===== src/rtl/frame_scheduler.sv =====
// frame_scheduler: paces color/white LED string frames off a refresh tick.
// Optional busy watchdog is built when FRAME_SCHED_WATCHDOG_EN is defined.
module frame_scheduler #(
    parameter int FIFO_ADDR_WIDTH     = 13,
    parameter int FRAME_WORDS         = 8142,
    parameter int FRAME_PERIOD_CYCLES = 333333,
    parameter int LATCH_CYCLES        = 6000,
    parameter int TIMEOUT_CYCLES      = 1048575
) (
    input  logic                     clk,
    input  logic                     reset,
    input  logic                     enable,
    input  logic [FIFO_ADDR_WIDTH:0] fifo_full_count,
    input  logic                     white_update,
    input  logic                     color_busy,
    input  logic                     white_busy,
    output logic                     color_start,
    output logic                     white_start,
    output logic                     frame_skipped,
    output logic                     watchdog_err,
    output logic [15:0]              frame_count,
    output logic [15:0]              skip_count,
    output logic                     active
);

    localparam int CNT_W = FIFO_ADDR_WIDTH + 1;
    localparam int PER_W = $clog2(FRAME_PERIOD_CYCLES);
    localparam int LAT_W = (LATCH_CYCLES > 1) ? $clog2(LATCH_CYCLES) : 1;
`ifdef FRAME_SCHED_WATCHDOG_EN
    localparam int RUN_W = $clog2(TIMEOUT_CYCLES);
`else
    localparam int RUN_W = 2;
`endif

    localparam logic [PER_W-1:0] PER_LAST   = PER_W'(FRAME_PERIOD_CYCLES - 1);
    localparam logic [LAT_W-1:0] LAT_LAST   = LAT_W'(LATCH_CYCLES - 1);
    localparam logic [CNT_W-1:0] FRAME_NEED = CNT_W'(FRAME_WORDS);
    localparam logic [RUN_W-1:0] HOLD_DONE  = RUN_W'(2);

    // Elaboration-time parameter sanity checks
    if (FRAME_PERIOD_CYCLES < 2) begin : g_bad_period
        $error("frame_scheduler: FRAME_PERIOD_CYCLES must be >= 2");
    end
    if (LATCH_CYCLES < 1) begin : g_bad_latch
        $error("frame_scheduler: LATCH_CYCLES must be >= 1");
    end
    if (TIMEOUT_CYCLES < 3) begin : g_bad_timeout
        $error("frame_scheduler: TIMEOUT_CYCLES must be >= 3");
    end

    typedef enum logic [2:0] {
        IDLE,
        WAIT_TICK,
        COLOR_RUN,
        WHITE_RUN,
        LATCH
    } state_t;

    state_t           state;
    state_t           state_next;
    logic [PER_W-1:0] period_cnt;
    logic [LAT_W-1:0] latch_cnt;
    logic [RUN_W-1:0] run_cnt;
    logic             tick_pending;
    logic             white_pending;

    logic wrap;
    logic wrap_skip;
    logic fifo_ready;
    logic holdoff_done;
    logic timeout_hit;
    logic tick_take;
    logic tick_skip;
    logic skip_go;
    logic color_go;
    logic white_go;
    logic wd_fire;

    assign wrap         = enable && (period_cnt == PER_LAST);
    assign fifo_ready   = (fifo_full_count >= FRAME_NEED);
    assign holdoff_done = (run_cnt >= HOLD_DONE);
    assign wrap_skip    = wrap && tick_pending && !tick_take;
    assign skip_go      = tick_skip || wrap_skip;

`ifdef FRAME_SCHED_WATCHDOG_EN
    localparam logic [RUN_W-1:0] RUN_LAST = RUN_W'(TIMEOUT_CYCLES - 1);
    assign timeout_hit = (run_cnt >= RUN_LAST);
`else
    assign timeout_hit = 1'b0;
`endif

    // State register
    always_ff @(posedge clk or posedge reset) begin
        if (reset) begin
            state <= IDLE;
        end else begin
            state <= state_next;
        end
    end

    // Next-state decode and single-cycle event strobes
    always_comb begin
        state_next = state;
        tick_take  = 1'b0;
        tick_skip  = 1'b0;
        color_go   = 1'b0;
        white_go   = 1'b0;
        wd_fire    = 1'b0;
        unique case (state)
            IDLE: begin
                if (enable) begin
                    state_next = WAIT_TICK;
                end
            end
            WAIT_TICK: begin
                if (!enable) begin
                    state_next = IDLE;
                end else if (tick_pending) begin
                    tick_take = 1'b1;
                    if (fifo_ready) begin
                        color_go   = 1'b1;
                        state_next = COLOR_RUN;
                    end else begin
                        tick_skip = 1'b1;
                    end
                end
            end
            COLOR_RUN: begin
                if (holdoff_done && !color_busy) begin
                    if (white_pending) begin
                        white_go   = 1'b1;
                        state_next = WHITE_RUN;
                    end else begin
                        state_next = LATCH;
                    end
                end else if (timeout_hit) begin
                    wd_fire    = 1'b1;
                    state_next = LATCH;
                end
            end
            WHITE_RUN: begin
                if (holdoff_done && !white_busy) begin
                    state_next = LATCH;
                end else if (timeout_hit) begin
                    wd_fire    = 1'b1;
                    state_next = LATCH;
                end
            end
            LATCH: begin
                if (latch_cnt == LAT_LAST) begin
                    state_next = enable ? WAIT_TICK : IDLE;
                end
            end
            default: begin
                state_next = IDLE;
            end
        endcase
    end

    // Refresh period counter, held at zero while disabled
    always_ff @(posedge clk or posedge reset) begin
        if (reset) begin
            period_cnt <= '0;
        end else if (!enable || wrap) begin
            period_cnt <= '0;
        end else begin
            period_cnt <= period_cnt + 1'b1;
        end
    end

    // Pending tick: a wrap re-arms it even on the cycle it is consumed
    always_ff @(posedge clk or posedge reset) begin
        if (reset) begin
            tick_pending <= 1'b0;
        end else if (state_next == IDLE) begin
            tick_pending <= 1'b0;
        end else if (wrap) begin
            tick_pending <= 1'b1;
        end else if (tick_take) begin
            tick_pending <= 1'b0;
        end
    end

    // Sticky white request; a new update wins over a same-cycle clear
    always_ff @(posedge clk or posedge reset) begin
        if (reset) begin
            white_pending <= 1'b0;
        end else if (white_update) begin
            white_pending <= 1'b1;
        end else if (white_go || wd_fire) begin
            white_pending <= 1'b0;
        end
    end

    // Cycles since entering the current state, saturating
    always_ff @(posedge clk or posedge reset) begin
        if (reset) begin
            run_cnt <= '0;
        end else if (state_next != state) begin
            run_cnt <= '0;
        end else if (run_cnt != '1) begin
            run_cnt <= run_cnt + 1'b1;
        end
    end

    // Latch gap counter
    always_ff @(posedge clk or posedge reset) begin
        if (reset) begin
            latch_cnt <= '0;
        end else if (state == LATCH && state_next == LATCH) begin
            latch_cnt <= latch_cnt + 1'b1;
        end else begin
            latch_cnt <= '0;
        end
    end

    // Registered pulses, status and counters
    always_ff @(posedge clk or posedge reset) begin
        if (reset) begin
            color_start   <= 1'b0;
            white_start   <= 1'b0;
            frame_skipped <= 1'b0;
            active        <= 1'b0;
            frame_count   <= 16'd0;
            skip_count    <= 16'd0;
        end else begin
            color_start   <= color_go;
            white_start   <= white_go;
            frame_skipped <= skip_go;
            active        <= (state_next != IDLE);
            if (color_go) begin
                frame_count <= frame_count + 16'd1;
            end
            if (skip_go && skip_count != 16'hFFFF) begin
                skip_count <= skip_count + 16'd1;
            end
        end
    end

`ifdef FRAME_SCHED_WATCHDOG_EN
    // Busy timeout strobe
    always_ff @(posedge clk or posedge reset) begin
        if (reset) begin
            watchdog_err <= 1'b0;
        end else begin
            watchdog_err <= wd_fire;
        end
    end
`else
    assign watchdog_err = 1'b0;
`endif

endmodule


===== config.mk =====
export PLATFORM = sky130hd
export DESIGN_NAME = frame_scheduler
export DESIGN_NICKNAME = d
export VERILOG_FILES = /design/src/rtl/frame_scheduler.sv
export SDC_FILE = /design/constraint.sdc
export NUM_CORES = 1
export LEC_CHECK = 0
export CORE_AREA = 3 3 96 98
export DETAILED_ROUTE_END_ITERATION = 12
export DIE_AREA = 0 0 99 101
export PLACE_DENSITY = 0.65
export SKIP_CTS_REPAIR_TIMING = 1
export SLEW_MARGIN = 20
export SYNTH_ARGS = -nofsm -noshare
export SYNTH_HDL_FRONTEND = slang
export SYNTH_SLANG_ARGS = --single-unit

===== constraint.sdc =====
create_clock -name clk -period 4.9 [get_ports clk]
set_clock_uncertainty 0.1 [all_clocks]
set_input_delay 0.98 -clock clk [delete_from_list [all_inputs] [get_ports clk]]
set_output_delay 0.98 -clock clk [all_outputs]
set_load 0.02 [all_outputs]

==> results.sh <==
export IMPL_power_density_nw_per_um2=285
export IMPL_grt_usage=0.166
export IMPL_root_buffer="clkbuf_8"
export IMPL_final_core_util=0.540
export IMPL_std_cell_rows=34
export IMPL_total_power_mw=1.31
export IMPL_rsz0062_at_grt="no"
export IMPL_crit_required_ns=5.03
export IMPL_gp_congestion=0.800
export IMPL_yosysWarnings=0
export IMPL_min_from="frame_count[15]"
export IMPL_grt_max_degree=50
export IMPL_rr_endpoint="skip_count[5]"
export IMPL_synthTopCellsByArea="dfrtp_1 (50%), xor2_1 (7.3%), xnor2_1 (5.6%)"
export IMPL_cts_tree="yes"
export IMPL_p_leak_nw=1.96
export IMPL_grt_pass1_vias=2841
export IMPL_synth_cells=372
export IMPL_synth_edff_count=0
export IMPL_dr_pass1_iters=4
export IMPL_viasPerCell=5.23
export IMPL_syn_area_per_cell_um2=10.1
export IMPL_yosysUniqueCellTypes=53
export IMPL_place_hpwl_um=5460
export IMPL_port_buffers=54
export IMPL_reg2regPathDepth=5
export IMPL_fp_dieH_um=101
export IMPL_slew_violations=0
export IMPL_netlist_top_cells_count="dfrtp_1 (75), nor2_1 (45), xor2_1 (31)"
export IMPL_grt_pass1_wl_um=13500
export IMPL_worst_pin_slew_ns=0.825
export IMPL_post_route_period_util=0.662
export IMPL_numCtsBuffers=9
export IMPL_synth_top_area_cell="dfrtp_1"
export IMPL_synth_seq_cells=75
export IMPL_syn_num_nets=399
export IMPL_maxCapViolations=0
export IMPL_gr_total_overflow=0
export IMPL_drive_above_1_share=0.0667
export IMPL_finalSetupTns_ns=0
export IMPL_vdd_drop_max_mv=0.164
export IMPL_crit_type="in -> reg"
export IMPL_yosysMostFrequentCell="dfrtp_1"
export IMPL_endpoint="skip_count[5]"
export IMPL_hold_viol_final=0
export IMPL_antenna_found_initial=0
export IMPL_yosys_area_top_type_share=0.502
export IMPL_nNetsFinal=458
export IMPL_io_pin_count=57
export IMPL_vias=2839
export IMPL_end_kind="flip-flop"
export IMPL_r2r_start="state[0]"
export IMPL_worst_skew_pair_late_latency_ns=0.34
export IMPL_start_util=0.437
export IMPL_crit_path_max_fanout=11
export IMPL_synth_flop_cell="dfrtp_1"
export IMPL_critPathLaunch="enable"
export IMPL_die_w_um=99
export IMPL_clkTransAtPathRegs_ns=0.08
export IMPL_ctsHtreeMaxLevel=3
export IMPL_max_freq_mhz=308
export IMPL_drc=0
export IMPL_r2r_slack_ns=2.46
export IMPL_yosysSeqAreaShare=0.502
export IMPL_synthArstFlopShare=1.00
export IMPL_start_kind="input port"
export IMPL_drt_initial_drc_count=115
export IMPL_setup_viol=0
export IMPL_routed_wl_um=7770
export IMPL_antenna_cells=0
export IMPL_ant_nets=0
export IMPL_status="complete, no violations"
export IMPL_min_period_ns=3.24
export IMPL_worst_slew_margin_rel=0.449
export IMPL_die_area_um2=10000
export IMPL_cts_sinks=75
export IMPL_hold_path_class="reg -> reg"
export IMPL_syn2layout_area_growth_pct=23.5
export IMPL_core_area_um2=8550
export IMPL_cts_path_max_buffers=2
export IMPL_synth_cell_area_um2=3740
export IMPL_wire_per_inst_um=14.3
export IMPL_cp_arrival_ns=3.38
[how the worst min path moves through the flow]
| stage | end | cells past startpoint |
|---|---|---|
| floorplan | latch_cnt[0] | 1 |
| global placement | frame_count[15] | 1 |
| detailed placement | frame_count[15] | 1 |
| CTS | frame_count[15] | 1 |
| global route | frame_count[15] | 1 |
| finish | frame_count[15] | 1 |
[cell usage in the layout, fill, tap and decap left out, types with 3 or more instances in the layout]
cell type	count
a21oi_1	4
and2_1	4
and3_1	8
buf_4	3
clkbuf_8	11
clkdlybuf4s50_1	54
dfrtp_1	75
ha_1	7
inv_1	18
nand2_1	24
nand3_1	29
nand4_1	13
nor2_1	45
nor3_1	21
nor3b_1	3
nor4_1	5
o21ai_0	4
or3_1	4
xnor2_1	24
xor2_1	31
[registers in the layout (all words and copies together), names as in the netlist]
register       cells
tick_pending       1
frame_skipped      1
color_start        1
frame_count       16
state              3
period_cnt        19
skip_count        16
run_cnt            2
active             1
white_pending      1
latch_cnt         13
white_start        1
[critical path, stage by stage]
cell	delay, ns
clkdlybuf4s50_1	0.62
nor4bb_1	0.49
o311ai_0	0.37
o31a_1	0.34
or3_4	0.45
xnor2_2	0.13
[metrics by stage]
step	instance area [µm²]	hold WS (ns)	instances	setup WS [ns]
floorplan	3740	0.355	372	1.91
global placement	4390	0.356	528	1.34
detailed placement	4390	0.363	528	1.33
CTS	4620	0.376	543	1.71
global route	4620	0.389	543	1.51
finish	4620	0.374	543	1.66
[per-layer routing]
layer	GRT usage	up-vias	share of wire	routed length, µm
li1	-	1406	-	-
met1	0.215	1382	0.46	3580
met2	0.275	44	0.49	3810
met3	0.0408	7	0.035	274
met4	0.0515	0	0.012	97
met5	0	-	0	0
[power by group]
part           switching, mW  internal [mW]  total (mW)
Combinational         0.0654         0.0541       0.119
Clock                  0.225          0.312       0.537
Sequential            0.0236          0.634       0.658
[cell families after synthesis]
logic type | after synthesis | share of synthesized area
compound gates | 29 | 0.0589
xor+xnor | 56 | 0.133
fa+ha+maj | 7 | 0.0234
buf+inv | 28 | 0.0318
flops | 75 | 0.502
mux | 2 | 0.00602
other cells | 1 | 0.00100
simple gates | 174 | 0.244
[layout make-up]
class | count | area (µm²)
inverters | 19 | 72.6
clock inverters | 4 | 73.8
flip-flops and latches | 75 | 1880
well taps | 108 | 135
multi-input cells | 269 | 1740
clock buffers | 11 | 151
fillers | 770 | 3930
repair buffers | 57 | 563
(Power assumes the default switching activity.)
